## src/rtl/duc_cfg_sequencer.sv

```systemverilog
// rtl/duc_cfg_sequencer.sv - atomic DUC reconfiguration sequencer (shadow regs, timed commit, gated run)
module duc_cfg_sequencer #(
    parameter int BASE         = 0,
    parameter int DRAIN_CYCLES = 16,
    parameter int FLUSH_CYCLES = 64
) (
    input  logic        i_clk,
    input  logic        i_rst_n,
    input  logic        i_sh_stb,
    input  logic [1:0]  i_sh_addr,
    input  logic [31:0] i_sh_data,
    input  logic        i_cmd_valid,
    output logic        o_cmd_ready,
    input  logic        i_cmd_timed,
    input  logic [31:0] i_cmd_time,
    input  logic [31:0] i_now_time,
    input  logic        i_abort,
    input  logic        i_run_in,
    output logic        o_run_out,
    output logic        o_set_stb,
    output logic [7:0]  o_set_addr,
    output logic [31:0] o_set_data,
    output logic        o_clr,
    output logic        o_busy,
    output logic        o_late,
    output logic        o_done
);

    localparam int MAX_CNT = (DRAIN_CYCLES > FLUSH_CYCLES) ? DRAIN_CYCLES : FLUSH_CYCLES;
    localparam int CW      = (MAX_CNT < 1) ? 1 : $clog2(MAX_CNT + 1);

    localparam logic [CW-1:0] DRAIN_LAST = CW'((DRAIN_CYCLES > 0) ? DRAIN_CYCLES - 1 : 0);
    localparam logic [CW-1:0] FLUSH_LAST = CW'((FLUSH_CYCLES > 0) ? FLUSH_CYCLES - 1 : 0);

    typedef enum logic [2:0] {
        S_IDLE,
        S_WAIT,
        S_DRAIN,
        S_WR0,
        S_WR1,
        S_WR2,
        S_CLR,
        S_FLUSH
    } state_t;

    // A zero-length drain or flush phase is skipped entirely.
    localparam state_t S_START     = (DRAIN_CYCLES == 0) ? S_WR0  : S_DRAIN;
    localparam state_t S_AFTER_CLR = (FLUSH_CYCLES == 0) ? S_IDLE : S_FLUSH;

    state_t          r_state;
    state_t          w_next;
    logic [CW-1:0]   r_cnt;

    logic [31:0]     r_sh_phase;
    logic [17:0]     r_sh_scale;
    logic [9:0]      r_sh_rate;
    logic [31:0]     r_act_phase;
    logic [17:0]     r_act_scale;
    logic [9:0]      r_act_rate;
    logic [31:0]     r_cmd_time;

    logic            r_gate;
    logic            r_cmd_ready;
    logic            r_set_stb;
    logic [7:0]      r_set_addr;
    logic [31:0]     r_set_data;
    logic            r_clr;
    logic            r_busy;
    logic            r_late;
    logic            r_done;

    logic            w_accept;
    logic [31:0]     w_late_diff;
    logic [31:0]     w_wait_diff;
    logic            w_late_now;
    logic            w_time_reached;
    logic [31:0]     w_act_phase;
    logic [17:0]     w_act_scale;
    logic [9:0]      w_act_rate;

    logic            w_gate;
    logic            w_set_stb;
    logic [7:0]      w_set_addr;
    logic [31:0]     w_set_data;
    logic            w_clr;
    logic            w_done;

    assign w_accept       = i_cmd_valid & r_cmd_ready;
    // Wrap-safe time comparisons: the sign of the modular difference decides order.
    assign w_late_diff    = i_now_time - i_cmd_time;
    assign w_wait_diff    = i_now_time - r_cmd_time;
    assign w_late_now     = i_cmd_timed & ~w_late_diff[31] & (w_late_diff != 32'd0);
    assign w_time_reached = ~w_wait_diff[31];

    // When the write phase follows acceptance directly, the snapshot is not yet in the active regs.
    assign w_act_phase = w_accept ? r_sh_phase : r_act_phase;
    assign w_act_scale = w_accept ? r_sh_scale : r_act_scale;
    assign w_act_rate  = w_accept ? r_sh_rate  : r_act_rate;

    // Shadow registers: written any cycle, unused high bits dropped.
    always_ff @(posedge i_clk or negedge i_rst_n) begin
        if (!i_rst_n) begin
            r_sh_phase <= '0;
            r_sh_scale <= '0;
            r_sh_rate  <= '0;
        end else if (i_sh_stb) begin
            case (i_sh_addr)
                2'd0:    r_sh_phase <= i_sh_data;
                2'd1:    r_sh_scale <= i_sh_data[17:0];
                2'd2:    r_sh_rate  <= i_sh_data[9:0];
                default: ;
            endcase
        end
    end

    // Snapshot shadows, commit time and lateness when a command is accepted.
    always_ff @(posedge i_clk or negedge i_rst_n) begin
        if (!i_rst_n) begin
            r_act_phase <= '0;
            r_act_scale <= '0;
            r_act_rate  <= '0;
            r_cmd_time  <= '0;
            r_late      <= 1'b0;
        end else if (w_accept) begin
            r_act_phase <= r_sh_phase;
            r_act_scale <= r_sh_scale;
            r_act_rate  <= r_sh_rate;
            r_cmd_time  <= i_cmd_time;
            r_late      <= w_late_now;
        end
    end

    // State register.
    always_ff @(posedge i_clk or negedge i_rst_n) begin
        if (!i_rst_n) begin
            r_state <= S_IDLE;
        end else begin
            r_state <= w_next;
        end
    end

    // Phase counter: runs while staying in DRAIN or FLUSH, zero otherwise.
    always_ff @(posedge i_clk or negedge i_rst_n) begin
        if (!i_rst_n) begin
            r_cnt <= '0;
        end else if ((r_state == S_DRAIN || r_state == S_FLUSH) && w_next == r_state) begin
            r_cnt <= r_cnt + CW'(1);
        end else begin
            r_cnt <= '0;
        end
    end

    // Next-state decode.
    always_comb begin
        w_next = r_state;
        case (r_state)
            S_IDLE: begin
                if (w_accept) begin
                    w_next = (i_cmd_timed && !w_late_now) ? S_WAIT : S_START;
                end
            end
            S_WAIT: begin
                if (i_abort) begin
                    w_next = S_IDLE;
                end else if (w_time_reached) begin
                    w_next = S_START;
                end
            end
            S_DRAIN: begin
                if (r_cnt == DRAIN_LAST) begin
                    w_next = S_WR0;
                end
            end
            S_WR0:   w_next = S_WR1;
            S_WR1:   w_next = S_WR2;
            S_WR2:   w_next = S_CLR;
            S_CLR:   w_next = S_AFTER_CLR;
            S_FLUSH: begin
                if (r_cnt == FLUSH_LAST) begin
                    w_next = S_IDLE;
                end
            end
            default: w_next = S_IDLE;
        endcase
    end

    // Output decode from the next state so that every output is registered with its state.
    always_comb begin
        w_gate     = (w_next == S_IDLE) || (w_next == S_WAIT);
        w_set_stb  = 1'b0;
        w_set_addr = '0;
        w_set_data = '0;
        w_clr      = (w_next == S_CLR);
        w_done     = (r_state == S_FLUSH || r_state == S_CLR) && (w_next == S_IDLE);
        case (w_next)
            S_WR0: begin
                w_set_stb  = 1'b1;
                w_set_addr = 8'(BASE);
                w_set_data = w_act_phase;
            end
            S_WR1: begin
                w_set_stb  = 1'b1;
                w_set_addr = 8'(BASE + 1);
                w_set_data = {14'd0, w_act_scale};
            end
            S_WR2: begin
                w_set_stb  = 1'b1;
                w_set_addr = 8'(BASE + 2);
                w_set_data = {22'd0, w_act_rate};
            end
            default: ;
        endcase
    end

    // Output registers.
    always_ff @(posedge i_clk or negedge i_rst_n) begin
        if (!i_rst_n) begin
            r_gate      <= 1'b1;
            r_cmd_ready <= 1'b1;
            r_set_stb   <= 1'b0;
            r_set_addr  <= '0;
            r_set_data  <= '0;
            r_clr       <= 1'b0;
            r_busy      <= 1'b0;
            r_done      <= 1'b0;
        end else begin
            r_gate      <= w_gate;
            r_cmd_ready <= (w_next == S_IDLE);
            r_set_stb   <= w_set_stb;
            r_set_addr  <= w_set_addr;
            r_set_data  <= w_set_data;
            r_clr       <= w_clr;
            r_busy      <= (w_next != S_IDLE);
            r_done      <= w_done;
        end
    end

    assign o_run_out   = i_run_in & r_gate;
    assign o_cmd_ready = r_cmd_ready;
    assign o_set_stb   = r_set_stb;
    assign o_set_addr  = r_set_addr;
    assign o_set_data  = r_set_data;
    assign o_clr       = r_clr;
    assign o_busy      = r_busy;
    assign o_late      = r_late;
    assign o_done      = r_done;

endmodule

```

## config.mk

```make
export PLATFORM = sky130hd
export DESIGN_NAME = duc_cfg_sequencer
export DESIGN_NICKNAME = d
export VERILOG_FILES = /design/src/rtl/duc_cfg_sequencer.sv
export SDC_FILE = /design/constraint.sdc
export NUM_CORES = 1
export LEC_CHECK = 0
export CORE_MARGIN = 5
export CORE_UTILIZATION = 40
export DETAILED_ROUTE_END_ITERATION = 6
export GPL_TIMING_DRIVEN = 0
export SYNTH_ARGS = -nofsm -noshare
export SYNTH_HDL_FRONTEND = slang
export SYNTH_SLANG_ARGS = --single-unit
```

## constraint.sdc

```tcl
create_clock -name i_clk -period 2.7 [get_ports i_clk]
set_input_delay 0.54 -clock i_clk [delete_from_list [all_inputs] [get_ports i_clk]]
set_output_delay 0.54 -clock i_clk [all_outputs]
set_load 0.02 [all_outputs]
```

==> summary.md, run 1 <==
| Metric | Value |
|---|---|
| GR Util All Layers | `18.69%` |
| Register area | `5082 um^2` |
| Violations in the final reports | `setup timing` |
| Final setup margin | `-0.2316 ns` |
| Final cycle utilization of the critical path | `108.6%` |
| Synth-to-Final Area Change | `39.02%` |
| Number of warnings issued by yosys | `0` |
| Area enclosed by the die boundary | `30040 um^2` |
| Diodes inserted | `0` |
| TritonCTS Buffers | `23` |
| Leading register cell type out of synthesis | `sky130_fd_sc_hd__dfrtp_1` |
| TritonCTS clock tree | `yes` |
| Chip height | `roughly 170 um` |
| Number of enable flip-flop cells after synthesis | `0` |
| Total number of H-tree levels | `1` |
| Arrival time reported for the critical path endpoint | `3.34 ns` |
| Placeable core region | `26130 um^2` |
| RSZ-0062 raised after global routing | `yes` |
| Final-stage net count | `1397` |
| Final critical-path required period | `slightly below 3 ns` |
| Total via count after detailed routing | `8452` |
| Detailed placer's ending HPWL | `19640 um` |
| Clock slew seen by the registers of the worst setup and hold paths | `roughly 0.06 ns` |
| Post-synth design cell area | `10670 um^2` |
| Total power divided by cell area | `700.4 nW/um^2` |
| Final Setup Violations | `6` |
| Number of instances in the synthesized netlist | `1000` |
| Critical path class | `in2reg` |
| Overflow after GRT | `0` |
| Result of the run | `complete, but fails checks` |
| Class of the most critical hold timing path | `in2async` |
| Number of fill cells in the layout | `2291` |
| Root buffer selected by CTS | `sky130_fd_sc_hd__clkbuf_16` |
| Netlist cell types | `70` |
| Area of the multi-input gates | `6037 um^2` |
| Most area-hungry cell type in the Yosys netlist | `sky130_fd_sc_hd__dfrtp_1` |
| First-pass GRT wire length | `around 47000 um` |
| Clock latency reported for the late side of the worst-skew pair | `roughly 0.53 ns` |
| Worst Setup Slack post-DPL | `-1.616 ns` |
| Final slew viol count | `0` |
| Worst slew margin | `33.51%` |
| Worst clock skew | `0.009687 ns` |
| Routed wire per std cell | `17.95 um` |
| Critical path launch point type | `input pin` |
| Portion of synthesized cell area occupied by the leading cell type | `47.14%` |
| Upper clock frequency limit | `341.1 MHz` |
| Max-cap check violation count | `0` |
| Lkg Pwr | `6.497 nW` |
| Antenna violations before repair | `0` |
| Total wire length after detailed routing | `28350 um` |
| Remaining routing DRC violations | `0` |
| Width of the chip | `approximately 170 um` |
| Standard-cell rows | `59` |
| Top cells by area in the synthesized netlist | `sky130_fd_sc_hd__dfrtp_1 (47%), sky130_fd_sc_hd__mux2_2 (13%), sky130_fd_sc_hd__ha_1 (7.3%), sky130_fd_sc_hd__nand2_1 (3.0%), sky130_fd_sc_hd__a21oi_1 (2.7%)` |
| Average vias per placed instance | `5.353` |
| IO Port Bufs | `between 100 and 150` |
| Async set or reset register ratio after synthesis | `100.0%` |
| Slew at the pin with the worst max-slew slack | `0.9952 ns` |
| Final hold violation count | `0` |
| Iteration-0 DRC count of the detailed router | `about 580` |
| Number of global-route vias before repair | `8650` |
| Fraction of the yosys area taken by sequential cells | `a little under half` |
| Number of top-level pins | `152` |
| Post-route antenna net violation count | `0` |
| Final weighted congestion in routability-driven placement | `0.8798` |
| Initial cell density of the core | `40.83%` |
| Worst hold margin | `0.09493 ns` |
| Maximum vdd drop | `around 0.0004 V` |
| Pin count of the biggest net entering global routing | `roughly 120` |
| Sort of element at the end of the critical path | `register` |
| Critical path required time | `3.11 ns` |
| TritonRoute pass-1 iters | `5` |
| Peak fanout along the critical path | `4` |
| Buffer levels on the longest clock path | `3` |
| Synthesized area per cell | `10.67 um^2` |
| Layout cell share with drive strength beyond 1 | `31.75%` |
| Synthesized flop and latch total | `203` |
| Number of sinks on the clock net | `203` |
flip-flops by register name, summed over array words and instances, names as in the netlist:
register,cells
r_state,3
o_busy,1
o_set_data,32
r_act_scale,18
o_cmd_ready,1
o_set_stb,1
r_act_phase,32
o_clr,1
r_sh_scale,18
r_gate,1
r_cnt,7
o_set_addr,2
r_sh_rate,10
r_sh_phase,32
r_act_rate,10
o_done,1
o_late,1
r_cmd_time,32
cells in the final DEF, fill, tap and decap left out, drive strengths merged, types with 8 or more instances in the layout:
master,count
nor2b,30
clkbuf,55
a221o,11
nor3,13
nor2,41
ha,62
o211ai,9
nand4,19
buf,85
xnor2,8
dfrtp,201
mux2,122
nand3,13
a31oi,8
a21o,9
inv,76
a32o,9
nand2,84
xor2,10
a21oi,58
o21ai,63
dlygate4sd2,38
clkdlybuf4s50,95
layout make-up:
| type | count | share of cell area [%] |
|---|---|---|
| plain buffers | 41 | 1.780 |
| clock buffers | 30 | 4.394 |
| clock inverters | 10 | 0.8097 |
| inverters | 76 | 2.007 |
| multi-input cells | 675 | 40.70 |
| flip-flops and latches | 203 | 34.26 |
| well taps | 335 | 2.826 |
| repair buffers | 209 | 13.23 |
path summary, 6_finish.rpt:
kind,start,endpoint,slack (ns),cells past startpoint
setup / recovery,i_now_time[0],o_late,-0.23,13
hold / removal,i_rst_n,r_cmd_time[3],0.09,1
setup reg to reg,r_cmd_time[2],o_busy,-0.01,10
hold reg to reg,r_cnt[0],r_cnt[0],0.45,1
max in group asynchronous,i_rst_n,r_cnt[6],1.65,2
min in group i_clk,i_cmd_time[0],r_cmd_time[0],0.26,2
power breakdown:
part	switching [W]	leakage [nW]	internal, W	total, W
registers	0.000323	2.57	0.00387	0.00420
clock network	0.00129	0.380	0.00190	0.00319
logic	0.00147	3.55	0.00154	0.00300
total	0.00308	6.50	0.00730	0.0104
cell families (layout without fill, tap and decap cells):
logic type,after synthesis,in the layout,synth area share (%)
simple gates,240,240,11.26
compound gates,221,221,13.86
flops,203,203,47.63
mux,127,127,13.46
buf+inv,127,366,4.819
fa+ha+maj,63,63,7.458
xor+xnor,18,18,1.477
other cells,1,6,0.03514
metal layers:
metal  up-vias  global-route usage (%)  wire length [um]
met5         -                       0                 0
met3        47                   3.577              1657
met1      4146                   26.28             13020
met2       223                   30.15             13070
met4         0                   4.223               603
li1       4036                       -                 -
through the flow:
stage	util (%)	instances	TNS [ns]	total power (W)	cell area, um^2
2_1_floorplan	-	1005	-0.8457	0.005978	10740
4_1_cts	55.85	1567	-0.3106	0.01036	14590
3_3_place_gp	48.24	1485	-1597.71	0.006686	12610
6_report	56.77	1579	-0.6440	0.01039	14830
5_1_grt	56.77	1579	-0.9574	0.01105	14830
3_5_place_dp	48.38	1487	-57.22	0.006759	12640
worst max-delay path, stage by stage:
cell and delay [ns]:
sky130_fd_sc_hd__buf_12 0.09, sky130_fd_sc_hd__inv_12 0.03, sky130_fd_sc_hd__ha_4 0.15, sky130_fd_sc_hd__fa_2 0.35, sky130_fd_sc_hd__nand2b_4 0.16, sky130_fd_sc_hd__nand2_2 0.06
sky130_fd_sc_hd__nand2_1 0.04, sky130_fd_sc_hd__mux4_2 0.46, sky130_fd_sc_hd__a2111o_1 0.46, sky130_fd_sc_hd__a2111oi_4 0.32, sky130_fd_sc_hd__and4_4 0.31, sky130_fd_sc_hd__nand4_4 0.11
sky130_fd_sc_hd__a32o_1 0.27
cells in the mapped netlist, types with 8 or more instances:
master / number
sky130_fd_sc_hd__nor2b_1: 30
sky130_fd_sc_hd__mux2_2: 122
sky130_fd_sc_hd__nand4_1: 18
sky130_fd_sc_hd__nand3_1: 13
sky130_fd_sc_hd__nor2_1: 41
sky130_fd_sc_hd__xnor2_1: 8
sky130_fd_sc_hd__nor3_1: 13
sky130_fd_sc_hd__o211ai_1: 9
sky130_fd_sc_hd__inv_1: 75
sky130_fd_sc_hd__ha_1: 62
sky130_fd_sc_hd__clkbuf_1: 35
sky130_fd_sc_hd__a21oi_1: 58
sky130_fd_sc_hd__xor2_1: 10
sky130_fd_sc_hd__a221o_1: 11
sky130_fd_sc_hd__nand2_1: 84
sky130_fd_sc_hd__o21ai_1: 8
sky130_fd_sc_hd__dfrtp_1: 201
sky130_fd_sc_hd__a21o_1: 9
sky130_fd_sc_hd__a32o_1: 9
sky130_fd_sc_hd__o21ai_0: 55
sky130_fd_sc_hd__a31oi_1: 8
what timing repair did:
action | 4_1_cts | 5_1_grt
setup buffers | 49 | 12
setup endpoints to repair | 53 | 39
hold buffers | 0 | 0
gates cloned | 1 | 0
pin swaps | 77 | 28
resized for setup | 255 | 41
endpoints found under the hold margin | 0 | 0
Power figures use the tool's default switching activity.
==> run 2: changes to the inputs <==
--- a/config.mk
+++ b/config.mk
@@ -5,10 +5,11 @@
 export SDC_FILE = /design/constraint.sdc
 export NUM_CORES = 1
 export LEC_CHECK = 0
+export ABC_CLOCK_PERIOD_IN_PS = 2700
 export CORE_MARGIN = 5
 export CORE_UTILIZATION = 40
 export DETAILED_ROUTE_END_ITERATION = 6
-export GPL_TIMING_DRIVEN = 0
 export SYNTH_ARGS = -nofsm -noshare
 export SYNTH_HDL_FRONTEND = slang
 export SYNTH_SLANG_ARGS = --single-unit
+export TNS_END_PERCENT = 50
==> run 2 against run 1 <==
Compared with the run above: the run still ends with setup timing left; global-route usage barely moved; setup slack improved by 0.084 ns; worst hold slack improved by 0.17 ns; sequential share of layout area fell by 1.9 points; clock skew rose by 0.00092 ns; wire length rose by 1.7%; via count rose by 2.2%; die area did not move; fmax rose by 3.0%; first-iteration DRC count fell by 33%; utilization rose by 3.4 points; flip-flop and latch count did not move; highest routed layer unchanged.
==> summary.md, run 2 (synthesis results as in run 1) <==
| Metric | Value |
|---|---|
| Result of the run | `complete, but fails checks` |
| Violations in the final reports | `setup timing` |
| Number of global-route vias before repair | `9037 (+4.5%)` |
| FF-to-FF End | `o_busy` |
| Layout cell share with drive strength beyond 1 | `39.73% (+8.0 points)` |
| Chip height | `173.3 um (unchanged)` |
| Critical path launch point type | `input pin` |
| Internal | `0.007320 W (+0.21%)` |
| Lkg Pwr | `7.026 nW (+8.2%)` |
| Diodes inserted | `0 (unchanged)` |
| Peak fanout along the critical path | `5 (+1)` |
| Total wire length after detailed routing | `28830 um (+1.7%)` |
| Upper clock frequency limit | `351.2 MHz (+3.0%)` |
| Overflow after GRT | `0 (unchanged)` |
| Post-layout utilization of the core | `60.18% (+3.4 points)` |
| Most common library cell in the layout ignoring fill and taps | `sky130_fd_sc_hd__dfrtp_1` |
| Buffer levels on the longest clock path | `3 (unchanged)` |
| Final cycle utilization of the critical path | `105.5% (-3.1 points)` |
| Start point of the worst min-delay path | `i_cmd_time[0]` |
| Number of standard cells in the final layout excluding fillers | `1659 (+5.1%)` |
| Clock slew seen by the registers of the worst setup and hold paths | `0.06 ns (about the same)` |
| Final hold violation count | `0 (unchanged)` |
| Max-cap check violation count | `0 (unchanged)` |
| Critical register-to-register path startpoint | `r_cmd_time[2]` |
| Sequential power share | `40.3% (about the same)` |
| Cells along the critical path | `dlygate4sd2_1 -> ha_4 -> o211ai_1 -> a21o_1 -> buf_4 -> a2111oi_4 -> a211oi_2 -> a41o_1 -> a2111oi_4 -> and4_4 -> nand4_4 -> a32o_1` |
| Number of placed instances with taps included | `1598 (+7.5%)` |
| RSZ-0062 raised after global routing | `yes` |
| Total via count after detailed routing | `8640 (+2.2%)` |
| Placeable core region | `26130 um^2 (unchanged)` |
| Final-stage net count | `1478 (+5.8%)` |
| Number of fill cells in the layout | `2230 (-2.7%)` |
| Critical Path Slowest Stage Cell | `sky130_fd_sc_hd__ha_4` |
| Register-to-register path setup slack | `-0.02 ns (about the same)` |
| TritonRoute pass-1 iters | `5 (unchanged)` |
| Cell type with the highest occurrence count on the critical path | `sky130_fd_sc_hd__a2111oi_4` |
| Crit path largest cell delay | `0.31 ns (-0.15 ns)` |
| Register area | `5082 um^2 (unchanged)` |
| Remaining routing DRC violations | `0 (unchanged)` |
| GR Util All Layers | `18.71% (+0.023 points)` |
| TritonCTS clock tree | `yes` |
| Critical path required time | `3.10 ns (about the same)` |
| Total power divided by cell area | `663.5 nW/um^2 (-5.3%)` |
| Number of top-level pins | `152 (unchanged)` |
| Final weighted congestion in routability-driven placement | `0.9301 (+5.7%)` |
| Buffer and inverter count on the worst path | `2 (unchanged)` |
| Final critical-path required period | `2.847 ns (-0.08435 ns)` |
| Pin count of the biggest net entering global routing | `56 (-52%)` |
| Standard-cell rows | `59 (unchanged)` |
| Width of the chip | `173.3 um (unchanged)` |
| Class of the most critical hold timing path | `in2reg` |
| Sw power | `0.003115 W (+0.98%)` |
| Routed wire per std cell | `17.37 um (-3.2%)` |
| Commonest non-fill, non-tap cells in the layout | `sky130_fd_sc_hd__dfrtp_1 (201), sky130_fd_sc_hd__buf_4 (162), sky130_fd_sc_hd__mux2_2 (122)` |
| Final slew viol count | `0 (unchanged)` |
| Arrival time reported for the critical path endpoint | `3.25 ns (-0.09 ns)` |
| Sort of element at the end of the critical path | `register` |
| Detailed placer's ending HPWL | `20410 um (+3.9%)` |
| Area of the multi-input gates | `6211 um^2 (+2.9%)` |
| Logic gate share of total power | `30.9% (+2.0 points)` |
| WHS Endpoint | `r_cmd_time[0]` |
| Synth-to-Final Area Change | `47.40%` |
| First-pass GRT wire length | `47060 um (+0.56%)` |
| Clock latency reported for the late side of the worst-skew pair | `0.52 ns (about the same)` |
| TritonCTS Buffers | `23 (unchanged)` |
| Area enclosed by the die boundary | `30040 um^2 (unchanged)` |
| Worst R2R Path Depth | `11 (+1)` |
| Total number of H-tree levels | `1 (unchanged)` |
| Maximum vdd drop | `0.0004765 V (+19%)` |
| Number of sinks on the clock net | `203 (unchanged)` |
| Number of cells on the worst hold path | `2` |
| Proportion of power drawn by the clock network | `28.8% (-1.9 points)` |
| Final setup margin | `-0.1472 ns (+0.08435 ns)` |
| Worst slew margin | `65.79% (+32 points)` |
| Initial cell density of the core | `40.83% (unchanged)` |
| Post-route antenna net violation count | `0 (unchanged)` |
| Final Setup Violations | `4 (-2)` |
| Critical path class | `in2reg` |
| Slew at the pin with the worst max-slew slack | `0.5132 ns (-0.4820 ns)` |
| Worst clock skew | `0.01061 ns (+0.0009186 ns)` |
| Fraction of power spent switching nets | `29.85% (+0.16 points)` |
| CP delay by family, top | `compound AO/OA/AOI/OAI gates` |
| Average vias per placed instance | `5.208 (-2.7%)` |
| Antenna violations before repair | `0 (unchanged)` |
| Iteration-0 DRC count of the detailed router | `384 (-33%)` |
| Root buffer selected by CTS | `sky130_fd_sc_hd__clkbuf_16` |
| IO Port Bufs | `145 (unchanged)` |
## run 2: cell count changes in the layout (fill, tap and decap cells not counted), moves of 4 or more
cell	previous run	this run
sky130_fd_sc_hd__a21oi_2	14	22
sky130_fd_sc_hd__a21oi_4	15	9
sky130_fd_sc_hd__buf_12	4	11
sky130_fd_sc_hd__buf_2	5	1
sky130_fd_sc_hd__buf_4	61	162
sky130_fd_sc_hd__buf_6	10	14
sky130_fd_sc_hd__clkbuf_1	19	5
sky130_fd_sc_hd__clkbuf_2	5	1
sky130_fd_sc_hd__nand2_1	79	73
sky130_fd_sc_hd__nand2_4	1	6
sky130_fd_sc_hd__nor2_1	36	31
sky130_fd_sc_hd__nor2_2	2	6
## run 2: how the worst max path moves through the flow
stage                              from     end  slack, ns  cells after the start
after CTS                 i_now_time[0]  o_late      -0.14                     13
after detailed placement  i_now_time[0]  o_late      -1.39                     13
after floorplan           i_now_time[0]  o_late      -0.31                     12
after global routing      i_now_time[4]  o_late      -0.24                     12
final                     i_now_time[4]  o_late      -0.15                     12
after global placement    i_now_time[0]  o_late      -1.33                     13
## run 2: routing by layer
metal / global-route usage [%] / vias up / routed length, um
met5: 0 / - / 0
met4: 3.957 / 0 / 556
met3: 3.446 / 42 / 1549
met2: 31.44 / 191 / 13560
met1: 25.45 / 4223 / 13160
li1: - / 4184 / -
## run 2: worst reg2reg max path, delay by kind of cell (launching register included)
kind,cells,cell delay (ns)
AO/OA/AOI/OAI,6,1.19
adder cells (fa/ha/maj),1,0.19
multiplexers,1,0.23
flip-flops,1,0.39
AND/OR/NAND/NOR,1,0.36
buffers and inverters,2,0.20
## run 2: timing repair
| item | CTS | global route |
|---|---|---|
| endpoints found under the setup margin | 6 | 6 |
| hold buffers | 1 | 0 |
| gates cloned | 0 | 0 |
| endpoints found under the hold margin | 7 | 0 |
| gates resized for setup | 214 | 87 |
| buffers inserted | 12 | 9 |
| pin swaps | 72 | 57 |
## run 2: cell type report
cell class / instances / share of cell area [%]
clock buffer: 31 / 4.041
clock inverter: 8 / 0.5648
inverter: 76 / 1.893
multi-input combinational: 675 / 39.49
sequential: 203 / 32.31
tap: 335 / 2.665
timing repair buffer: 331 / 19.03
## run 2: through the flow
step | setup TNS, ns | instance area [um^2] | setup slack, ns | hold slack (ns) | power, W
detailed placement | -6.958 | 13740 | -1.388 | 0.4548 | 0.007056
finish | -0.2709 | 15730 | -0.1472 | 0.2669 | 0.01043
global placement | -6.683 | 13740 | -1.325 | 0.4373 | 0.006959
global route | -0.7938 | 15730 | -0.2356 | 0.2488 | 0.01112
CTS | -0.4218 | 15270 | -0.1443 | 0.2362 | 0.01037
floorplan | -0.8788 | 10740 | -0.3112 | 0.2444 | 0.005978
## run 2: power groups by stage
stage | sequential [W] | clock, W | combinational (W)
finish | 0.00421 | 0.00300 | 0.00322
detailed placement | 0.00426 | 0 | 0.00279
CTS | 0.00421 | 0.00311 | 0.00304
global placement | 0.00423 | 0 | 0.00273
global route | 0.00430 | 0.00324 | 0.00358
floorplan | 0.00417 | 0 | 0.00181
